### src/rtl/shift_mix_columns.sv
// shift_mix_columns
//   Two-stage pipelined AES ShiftRows + MixColumns round stage. It sits between
//   SubBytes and AddRoundKey. The MixColumns step can be skipped for each beat,
//   which is what the final AES round needs.
//
//   Flow control: the interface is valid-only and has no backpressure. A beat
//   is transferred on every rising clk edge where valid_in = 1. The data_in and
//   last_round inputs are meaningful only in that cycle. The valid_out signal
//   is valid_in delayed by exactly two cycles. When valid_out = 0, data_out
//   holds the last result, or 0 if nothing has been produced since reset.
//
//   Ports:
//     clk        rising-edge clock
//     reset      asynchronous, active-high reset
//     valid_in   data_in / last_round are valid this cycle
//     last_round 1 = bypass MixColumns for this beat (final round)
//     data_in    128-bit state from SubBytes; byte k = data[127-8k -: 8]
//     valid_out  data_out is valid this cycle
//     data_out   transformed 128-bit state
module shift_mix_columns #(
  parameter int DATA_LEN = 128
) (
  input  logic                clk,
  input  logic                reset,
  input  logic                valid_in,
  input  logic                last_round,
  input  logic [DATA_LEN-1:0] data_in,
  output logic                valid_out,
  output logic [DATA_LEN-1:0] data_out
);

  // Multiply by x in GF(2^8), reducing modulo x^8+x^4+x^3+x+1.
  function automatic logic [7:0] xtime(input logic [7:0] x);
    return {x[6:0], 1'b0} ^ (x[7] ? 8'h1b : 8'h00);
  endfunction

  // The state is column-major: s[r][c] = byte[4c+r], and byte 0 is the MSB.
  // Row r is rotated left by r positions.
  function automatic logic [DATA_LEN-1:0] shift_rows(input logic [DATA_LEN-1:0] d);
    logic [DATA_LEN-1:0] o;
    o = '0;
    for (int c = 0; c < 4; c++) begin
      for (int r = 0; r < 4; r++) begin
        o[DATA_LEN-1-8*(4*c+r) -: 8] = d[DATA_LEN-1-8*(4*((c+r)%4)+r) -: 8];
      end
    end
    return o;
  endfunction

  // Each column is multiplied by the circulant matrix {2,3,1,1}.
  // 3a is computed as xtime(a) ^ a.
  function automatic logic [DATA_LEN-1:0] mix_columns(input logic [DATA_LEN-1:0] d);
    logic [DATA_LEN-1:0] o;
    logic [7:0] a0, a1, a2, a3;
    o = '0;
    for (int c = 0; c < 4; c++) begin
      a0 = d[DATA_LEN-1-8*(4*c+0) -: 8];
      a1 = d[DATA_LEN-1-8*(4*c+1) -: 8];
      a2 = d[DATA_LEN-1-8*(4*c+2) -: 8];
      a3 = d[DATA_LEN-1-8*(4*c+3) -: 8];
      o[DATA_LEN-1-8*(4*c+0) -: 8] = xtime(a0) ^ (xtime(a1) ^ a1) ^ a2 ^ a3;
      o[DATA_LEN-1-8*(4*c+1) -: 8] = a0 ^ xtime(a1) ^ (xtime(a2) ^ a2) ^ a3;
      o[DATA_LEN-1-8*(4*c+2) -: 8] = a0 ^ a1 ^ xtime(a2) ^ (xtime(a3) ^ a3);
      o[DATA_LEN-1-8*(4*c+3) -: 8] = (xtime(a0) ^ a0) ^ a1 ^ a2 ^ xtime(a3);
    end
    return o;
  endfunction

  logic [DATA_LEN-1:0] s1_data;
  logic                s1_valid;
  logic                s1_last;
  logic [DATA_LEN-1:0] s1_shifted;
  logic [DATA_LEN-1:0] s2_result;

  always_comb begin
    s1_shifted = shift_rows(data_in);
    s2_result  = s1_last ? s1_data : mix_columns(s1_data);
  end

  // The valid bits advance every cycle. The data and last_round registers load
  // only on a valid beat, so an idle cycle leaves the previous result in place.
  always_ff @(posedge clk or posedge reset) begin
    if (reset) begin
      s1_data   <= '0;
      s1_valid  <= 1'b0;
      s1_last   <= 1'b0;
      data_out  <= '0;
      valid_out <= 1'b0;
    end else begin
      s1_valid  <= valid_in;
      valid_out <= s1_valid;
      if (valid_in) begin
        s1_data <= s1_shifted;
        s1_last <= last_round;
      end
      if (s1_valid) begin
        data_out <= s2_result;
      end
    end
  end

endmodule

### config.mk
export PLATFORM = sky130hd
export DESIGN_NAME = shift_mix_columns
export DESIGN_NICKNAME = d
export VERILOG_FILES = /design/src/rtl/shift_mix_columns.sv
export SDC_FILE = /design/constraint.sdc
export NUM_CORES = 1
export LEC_CHECK = 0
export CAP_MARGIN = 5
export CORE_MARGIN = 2
export CORE_UTILIZATION = 54
export DETAILED_ROUTE_END_ITERATION = 7
export PLACE_DENSITY_LB_ADDON = 0.12
export SLEW_MARGIN = 20
export SYNTH_ARGS = -nofsm -noshare
export SYNTH_HDL_FRONTEND = slang
export SYNTH_SLANG_ARGS = --single-unit
### constraint.sdc
create_clock -name clk -period 11.51 [get_ports clk]
set_input_delay 2.302 -clock clk [delete_from_list [all_inputs] [get_ports clk]]
set_output_delay 2.302 -clock clk [all_outputs]
set_load 0.1 [all_outputs]
==> flow_summary.yaml, run 1 <==
placement:
  dp_hpwl_um: 23600
  routabilityCongestion: 0.798
  numPortBuffers: 260
  pre_cts_ws_ns: 6.84
  dpl_cell_area_mm2: 0.0172
timing:
  max-slew-margin-rel: 0.278
  setup_viol: 0
  skew_ns: 0.0121
  tns_ns: 0
  hold_violations: 0
  worst_pin_slew_ns: 1.08
  max_freq_mhz: 226
  rsz0062_at_grt: "false"
  setup_ws_ns: 7.09
  slew_violations: 0
  min_period_ns: 4.42
  fin_crit_sh: 0.384
clock_network:
  cts_setup_buffers: 0
  cts-resized-gates: 0
  cts_tree: "yes"
  cts.sinks: 259
  insertion_delay_ns: 0.55
  htreeDepth: 1
  clockBufferDepth: 3
  cts_hold_buffers: 0
  cts.root.buffer_cell: "clkbuf_16"
  clk_pin_slew_ns: 0.06
  cts_made_buffers: 30
status:
  outcome: "finished clean"
final_layout:
  drive_gt1_frac: 0.148
  fin_nets: 1574
  final_common_cell: "xnor2_1"
  fillers: 2039
  final_area_mm2: 0.0183
  mostFrequentLayoutCells: "xnor2_1 (299), clkdlybuf4s50_1 (259), dfrtp_1 (257)"
  regArea_mm2: 0.00649
  multi_input_area_mm2: 0.00752
  syn_to_final_growth_pct: 25.7
worst_setup_path:
  crit_path_end_kind: "output pin"
  r2r-start: "s1_last$_DFFE_PP0P_"
  cp_max_fo: 2
  worstSetupPathType: "flip-flop to output pin"
  crit_path_start_kind: "flip-flop"
  crit_path_max_incr_delay_ns: 1.16
  crit_buf_inv: 1
  slowest_stage: "clkdlybuf4s50_1"
  worst-r2r-cell-count: 5
  cp.required_ns: 9.21
  ff2ff_setup_slack_ns: 8.15
  crit_chain: "clkdlybuf4s50_1"
  startpoint: "data_out[29]$_DFFE_PP0P_"
  timing.rr.end: "data_out[12]$_DFFE_PP0P_"
  crit_arrival_ns: 2.12
  critical-path-top-delay-family: "buffers and inverters"
floorplan:
  initial_utilization: 0.544
  core_area_mm2: 0.0267
  die_area_mm2: 0.0283
  ios: 261
  die_y_um: 168
  die_w_um: 168
  rows: 60
hold_path:
  hold_class: "flip-flop to flip-flop"
  holdCritStartpoint: "data_out[115]$_DFFE_PP0P_"
  worstHoldPathCells: 2
  worst_hold_path.endpoint: "data_out[115]$_DFFE_PP0P_"
logic_synthesis:
  synth-seq-cells: 259
  syn-mean-instance-area_um2: 11.8
  yosys.cell_types.count: 32
  ys_seq_area_frac: 0.446
  syn_area_mm2: 0.0145
  synthCells: 1234
  synth_top_cell_by_area: "dfrtp_1"
  synth.top_cell.area_share: 0.446
  synth_fp_nets: 1366
  ys_warn_count: 0
  synth.area.top_cells: "dfrtp_1 (45%), xnor2_1 (18%), mux2_2 (9.8%)"
routing:
  first_pass_iters: 5
  num_vias: 10100
  drt_iter0_drc: 716
  vias_per_cell: 5.58
  wl_um: 35900
  ant_nets: 0
  routedWlPerCell_um: 19.8
  drc: 0
global_route:
  grt_overflow: 0
  grt_pass1_vias: 10400
  antenna_found_initial: 1
  grt_pass1_wl_um: 57400
  grt_max_degree: 130
  grt_usage: 0.254
run:
  cap_violations: 0
pwr:
  p_per_area_mw_per_mm2: 248
  max-vdd-ir-drop_v: 0.000213
  p_leak_uw: 0.00756
  power.total_uw: 4530
-- how the worst max path moves through the flow --
stage	to	cells past startpoint
final	data_out[29]	1
after global routing	data_out[35]	1
after global placement	data_out[121]$_DFFE_PP0P_	3
after floorplan	data_out[0]$_DFFE_PP0P_	1
after CTS	data_out[29]	1
after detailed placement	data_out[100]$_DFFE_PP0P_	3
-- cells in the mapped netlist --
cell / instances
a21oi_1: 24
a221o_1: 71
and3_1: 92
and3_2: 2
buf_1: 6
buf_2: 28
buf_4: 2
buf_6: 1
clkbuf_1: 52
clkbuf_2: 1
clkbuf_8: 1
clkinv_1: 1
dfrtp_1: 259
dlygate4sd1_1: 1
inv_1: 35
mux2_2: 127
mux2i_1: 2
nand2_1: 4
nand2b_1: 1
nand3_1: 33
nor2_1: 2
nor2_2: 1
nor3_1: 1
o21ai_0: 24
o221ai_1: 32
or3_1: 1
xnor2_1: 299
xnor2_2: 13
xnor2_4: 5
xnor3_1: 4
xor2_1: 107
xor2_2: 2
-- state kept, by name (all words and copies together), names as in the netlist --
signal     count
s1_last        1
s1_data      128
data_out     128
valid_out      1
s1_valid       1
-- power breakdown --
group / leakage, uW / internal, uW / switching (uW) / total (uW)
Combinational: 0.00394 / 751 / 1530 / 2280
Sequential: 0.00310 / 1100 / 204 / 1300
Clock: 0.000515 / 575 / 384 / 959
Total: 0.00756 / 2420 / 2110 / 4530
-- kinds of logic (layout without fill, tap and decap cells) --
group | after synthesis | count (layout) | synth area share
AOI/OAI and AO/OA | 151 | 151 | 0.0847
xor gates and xnor gates | 430 | 430 | 0.277
buffers and inverters | 128 | 360 | 0.0376
and+or+nand+nor | 137 | 137 | 0.0552
DFF | 259 | 259 | 0.446
muxes | 129 | 129 | 0.0997
other | 0 | 3 | 0
-- stage by stage --
stage                util  std cells  hold slack [ns]
finish              0.684       1810            0.495
global route        0.683       1808            0.517
CTS                 0.683       1807            0.497
detailed placement  0.645       1751            0.484
global placement    0.645       1751            0.473
floorplan               -       1234            0.370
-- final cells by class --
class | count | share of cell area
antenna | 3 | 0.000411
clock buffer | 44 | 0.0506
clock inverter | 12 | 0.00486
inverter | 36 | 0.00788
multi-input combinational | 847 | 0.412
sequential | 259 | 0.355
tap | 341 | 0.0234
timing repair buffer | 268 | 0.146
-- layer usage --
layer / vias to the layer above / wire length [um] / GRT usage / part of all wire
met2: 313 / 16400 / 0.400 / 0.46
li1: 4699 / - / - / -
met4: 0 / 1040 / 0.0828 / 0.029
met5: - / 0 / 0 / 0
met3: 53 / 2210 / 0.0456 / 0.062
met1: 5027 / 16200 / 0.360 / 0.45
Note: power is estimated with default switching activity, not from simulation.
==> run 2: changes to the inputs <==
--- a/config.mk
+++ b/config.mk
@@ -7,7 +7,7 @@
 export LEC_CHECK = 0
 export CAP_MARGIN = 5
 export CORE_MARGIN = 2
-export CORE_UTILIZATION = 54
+export CORE_UTILIZATION = 48
 export DETAILED_ROUTE_END_ITERATION = 7
 export PLACE_DENSITY_LB_ADDON = 0.12
 export SLEW_MARGIN = 20
==> constraint.sdc (replaced) <==
create_clock -name clk -period 3.8 [get_ports clk]
set_input_delay 0.76 -clock clk [delete_from_list [all_inputs] [get_ports clk]]
set_output_delay 0.76 -clock clk [all_outputs]
set_load 0.1 [all_outputs]
==> flow_summary.yaml, run 2 (synthesis results as in run 1) <==
status:
  outcome: "finished clean"
pwr:
  p_leak_uw: 0.00759
  p_per_area_mw_per_mm2: 748
  max-vdd-ir-drop_v: 0.000589
  p_switching_uw: 6430
  clockPowerShare: 0.209
  power.total_uw: 13800
  p_sw_frac: 0.466
  pwr-share-comb: 0.506
  p_seq_frac: 0.285
  internal_power_uw: 7350
run:
  cap_violations: 0
final_layout:
  drive_gt1_frac: 0.149
  final_area_mm2: 0.0184
  final_common_cell: "xnor2_1"
  syn_to_final_growth_pct: 26.7
  fin_nets: 1583
  final_cells: 1865
  reg_top3: "data_out (128), s1_data (128)"
  mostFrequentLayoutCells: "xnor2_1 (299), clkdlybuf4s50_1 (259), dfrtp_1 (257)"
worst_setup_path:
  crit_path_max_incr_delay_ns: 1.16
  crit_path_end_kind: "output pin"
  ff2ff_setup_slack_ns: 1.46
  cp_max_fo: 2
  critical-path-top-delay-family: "buffers and inverters"
  slowest_stage: "clkdlybuf4s50_1"
  crit_path_start_kind: "flip-flop"
  worstSetupPathType: "flip-flop to output pin"
  crit_buf_inv: 1
  crit_arrival_ns: 2.13
  crit_chain: "clkdlybuf4s50_1"
  cp.required_ns: 3.04
clock_network:
  cts_hold_buffers: 0
  cts_setup_buffers: 0
  clockBufferDepth: 3
  cts.root.buffer_cell: "clkbuf_16"
  insertion_delay_ns: 0.55
  htreeDepth: 1
  cts_tree: "yes"
  cts-resized-gates: 0
  cts_made_buffers: 30
  clk_pin_slew_ns: 0.06
  cts.sinks: 259
timing:
  fin_crit_sh: 0.761
  max-slew-margin-rel: 0.274
  max_freq_mhz: 346
  min_period_ns: 2.89
  slew_violations: 0
  skew_ns: 0.0132
  setup_ws_ns: 0.910
  worst_pin_slew_ns: 1.09
  hold_violations: 0
  setup_viol: 0
  rsz0062_at_grt: "false"
placement:
  numPortBuffers: 260
  pre_cts_ws_ns: 1.49
  dp_hpwl_um: 26000
  routabilityCongestion: 0.812
  dp.cells: 1809
  dpl_cell_area_mm2: 0.0174
routing:
  wl_met1_um: 17500
  wl_met2_um: 17800
  route.met3.wl_um: 2410
  wl_um: 38600
  routedWlPerCell_um: 20.7
  drc: 0
  vias_per_cell: 5.41
  num_vias: 10100
  drt_iter0_drc: 884
  ant_nets: 0
  dr.max_layer_used: "met5"
  first_pass_iters: 5
floorplan:
  initial_utilization: 0.489
  ios: 261
  rows: 63
  die_area_mm2: 0.0317
  die_y_um: 178
  die_w_um: 178
  core_area_mm2: 0.0297
global_route:
  grt_overflow: 0
  grt_pass1_vias: 10500
  grt_pass1_wl_um: 60600
  antenna_found_initial: 2
  grt_usage: 0.245
  grt_max_degree: 122
hold_path:
  hold_class: "flip-flop to flip-flop"
run 2: cell types whose count changed in the layout (fill, tap and decap cells not counted):
cell	before	now
buf_12	0	4
buf_4	6	12
buf_6	3	2
bufinv_16	1	0
clkbuf_1	3	7
clkbuf_8	10	14
clkinv_2	11	2
clkinvlp_4	0	1
inv_6	1	0
inv_8	1	0
run 2: path summary, 6_finish.rpt:
kind	to	depth (start not counted)	startpoint
max	data_out[105]	1	data_out[105]$_DFFE_PP0P_
min	data_out[116]$_DFFE_PP0P_	2	data_out[116]$_DFFE_PP0P_
max reg2reg	data_out[58]$_DFFE_PP0P_	4	s1_valid$_DFF_PP0_
min reg2reg	data_out[116]$_DFFE_PP0P_	2	data_out[116]$_DFFE_PP0P_
max in group asynchronous	data_out[86]$_DFFE_PP0P_	3	reset
min in group asynchronous	s1_data[119]$_DFFE_PP0P_	2	reset
run 2: worst register-to-register path, delay by kind of cell, from the launching register on:
family	cells	cell delay, ns
buffers and inverters	3	1.20
DFF	1	0.68
AOI/OAI and AO/OA	1	0.40
run 2: area by class of cell:
cell class	instances	area [um2]
Antenna cell	3	7.51
Clock buffer	52	995
Clock inverter	1	5.00
Fill cell	2392	11300
Inverter	36	140
Multi-Input combinational cell	847	7520
Sequential cell	259	6490
Tap cell	390	488
Timing Repair Buffer	277	2790
run 2: stage by stage:
step | utilization | setup TNS, ns | hold slack, ns
final | 0.620 | 0 | 0.496
after floorplan | - | -96.76 | 0.370
after global placement | 0.586 | 0 | 0.477
after global routing | 0.620 | 0 | 0.522
after detailed placement | 0.586 | 0 | 0.485
after CTS | 0.620 | 0 | 0.497
run 2: power groups by stage:
stage / combinational [uW] / sequential, uW / clock (uW)
final: 6980 / 3930 / 2880
after global routing: 7310 / 4000 / 3050
after CTS: 7010 / 3930 / 2940
after detailed placement: 6980 / 3970 / 0
after global placement: 6960 / 3950 / 0
after floorplan: 2450 / 6840 / 0
run 2: per-layer routing:
layer,vias up,GRT usage
li1,4709,-
met3,51,0.0484
met4,2,0.0587
met2,303,0.387
met1,5028,0.348
met5,-,0
==> run 3: changes to the inputs <==
==> constraint.sdc (replaced) <==
create_clock -name clk -period 2.55 [get_ports clk]
set_input_delay 0.51 -clock clk [delete_from_list [all_inputs] [get_ports clk]]
set_output_delay 0.51 -clock clk [all_outputs]
set_load 0.1 [all_outputs]
==> flow_summary.yaml, run 3 (synthesis results as in run 1) <==
global_route:
  grt_usage: 0.237
  grt_pass1_vias: 10300
  antenna_found_initial: 2
  grt_max_degree: 130
  grt_overflow: 0
  grt_pass1_wl_um: 59000
run:
  cap_violations: 0
clock_network:
  insertion_delay_ns: 0.55
  clk_pin_slew_ns: 0.06
  cts_hold_buffers: 0
  cts_tree: "yes"
  cts.root.buffer_cell: "clkbuf_16"
  htreeDepth: 1
  cts_setup_buffers: 0
  cts-resized-gates: 0
  cts_made_buffers: 29
  clockBufferDepth: 3
  cts.sinks: 259
worst_setup_path:
  critical-path-top-delay-family: "XOR/XNOR gates"
  crit_path_end_kind: "flip-flop"
  startpoint: "s1_data[47]$_DFFE_PP0P_"
  worstSetupPathType: "flip-flop to flip-flop"
  ff2ff_setup_slack_ns: 0.74
  crit_path_max_incr_delay_ns: 0.58
  cp.required_ns: 2.97
  cp_max_fo: 6
  crit_path_start_kind: "flip-flop"
  slowest_stage: "xnor2_1"
  r2r-start: "s1_data[47]$_DFFE_PP0P_"
  crit_arrival_ns: 2.23
  crit_chain: "xnor2_1 > xnor2_1 > xnor2_1 > a221o_1"
  crit_path_frequent_cell: "xnor2_1"
  crit_buf_inv: 0
timing:
  min_period_ns: 1.81
  tns_ns: 0
  max_freq_mhz: 552
  slew_violations: 0
  setup_viol: 0
  max-slew-margin-rel: 0.522
  rsz0062_at_grt: "false"
  skew_ns: 0.0131
  worst_pin_slew_ns: 0.716
  fin_crit_sh: 0.710
  hold_violations: 0
  hold_slack_ns: 0.351
floorplan:
  core_area_mm2: 0.0297
  die_w_um: 178
  initial_utilization: 0.489
  rows: 63
  die_area_mm2: 0.0317
  ios: 261
  die_y_um: 178
final_layout:
  drive_gt1_frac: 0.240
  utilization: 0.611
  syn_to_final_growth_pct: 24.9
  final_area_mm2: 0.0182
  fillers: 2504
  regArea_mm2: 0.00649
  fin_nets: 1583
  multi_input_area_mm2: 0.00752
  mostFrequentLayoutCells: "xnor2_1 (299), dfrtp_1 (257), buf_4 (138)"
  final_common_cell: "xnor2_1"
  reg_top3: "data_out (128), s1_data (128)"
routing:
  ant_nets: 0
  drt_iter0_drc: 559
  vias_per_cell: 5.38
  wl_um: 37400
  first_pass_iters: 5
  num_vias: 10000
  drc: 0
  routedWlPerCell_um: 20.1
pwr:
  p_leak_uw: 0.00777
  p_per_area_mw_per_mm2: 1120
  max-vdd-ir-drop_v: 0.000807
placement:
  routabilityCongestion: 0.830
  dp_hpwl_um: 25500
  dpl_cell_area_mm2: 0.0172
  numPortBuffers: 260
status:
  outcome: "finished clean"
hold_path:
  hold_class: "input pin to asynchronous set/reset pin"
-- run 3: changes by cell type in the layout (fill, tap and decap cells not counted), sizes merged --
cell and change:
clkinvlp +1, clkbuf -10, bufinv +2, diode -2, buf +130, clkdlybuf4s50 -129
clkinv +7
-- run 3: worst reg2reg max path: stages (launching register included) --
cell,delay [ns]
dfrtp_1,0.46
xnor2_1,0.58
xnor2_1,0.18
xnor2_1,0.15
a221o_1,0.33
-- run 3: metal layers --
metal,track usage,share of wire,vias to the layer above
li1,-,-,4711
met1,0.331,0.46,5018
met2,0.388,0.47,245
met3,0.0411,0.052,48
met4,0.0509,0.020,2
met5,0,0.00035,-
-- run 3: layout make-up --
| class | instances | share of cell area |
|---|---|---|
| multi-input combinational | 847 | 0.414 |
| sequential | 259 | 0.357 |
| timing repair buffer | 278 | 0.139 |
| clock buffer | 42 | 0.0482 |
| tap | 390 | 0.0269 |
| inverter | 36 | 0.00772 |
| clock inverter | 11 | 0.00634 |
| antenna | 1 | 0.000138 |
-- run 3: path summary, 6_finish.rpt --
path | endpoint | depth (start not counted)
hold reg to reg | data_out[41]$_DFFE_PP0P_ | 2
hold / removal | data_out[18]$_DFFE_PP0P_ | 2
min in group clk | s1_data[33]$_DFFE_PP0P_ | 2
setup reg to reg | data_out[40]$_DFFE_PP0P_ | 4
setup / recovery | data_out[40]$_DFFE_PP0P_ | 4
max in group asynchronous | data_out[102]$_DFFE_PP0P_ | 3
-- run 3: report_power, final --
part	switching (uW)	leakage (uW)	internal, uW	total, uW
sequential	954	0.00310	4950	5900
combinational	6920	0.00418	3190	10100
clock	1690	0.000493	2570	4260
-- run 3: stage by stage --
stage / instances / worst slack, ns / power [uW]
after floorplan: 1234 / -1.37 / 13900
after global placement: 1810 / 0.734 / 16000
after detailed placement: 1810 / 0.740 / 16100
after CTS: 1863 / 0.724 / 20400
after global routing: 1864 / 0.572 / 21200
final: 1864 / 0.738 / 20300
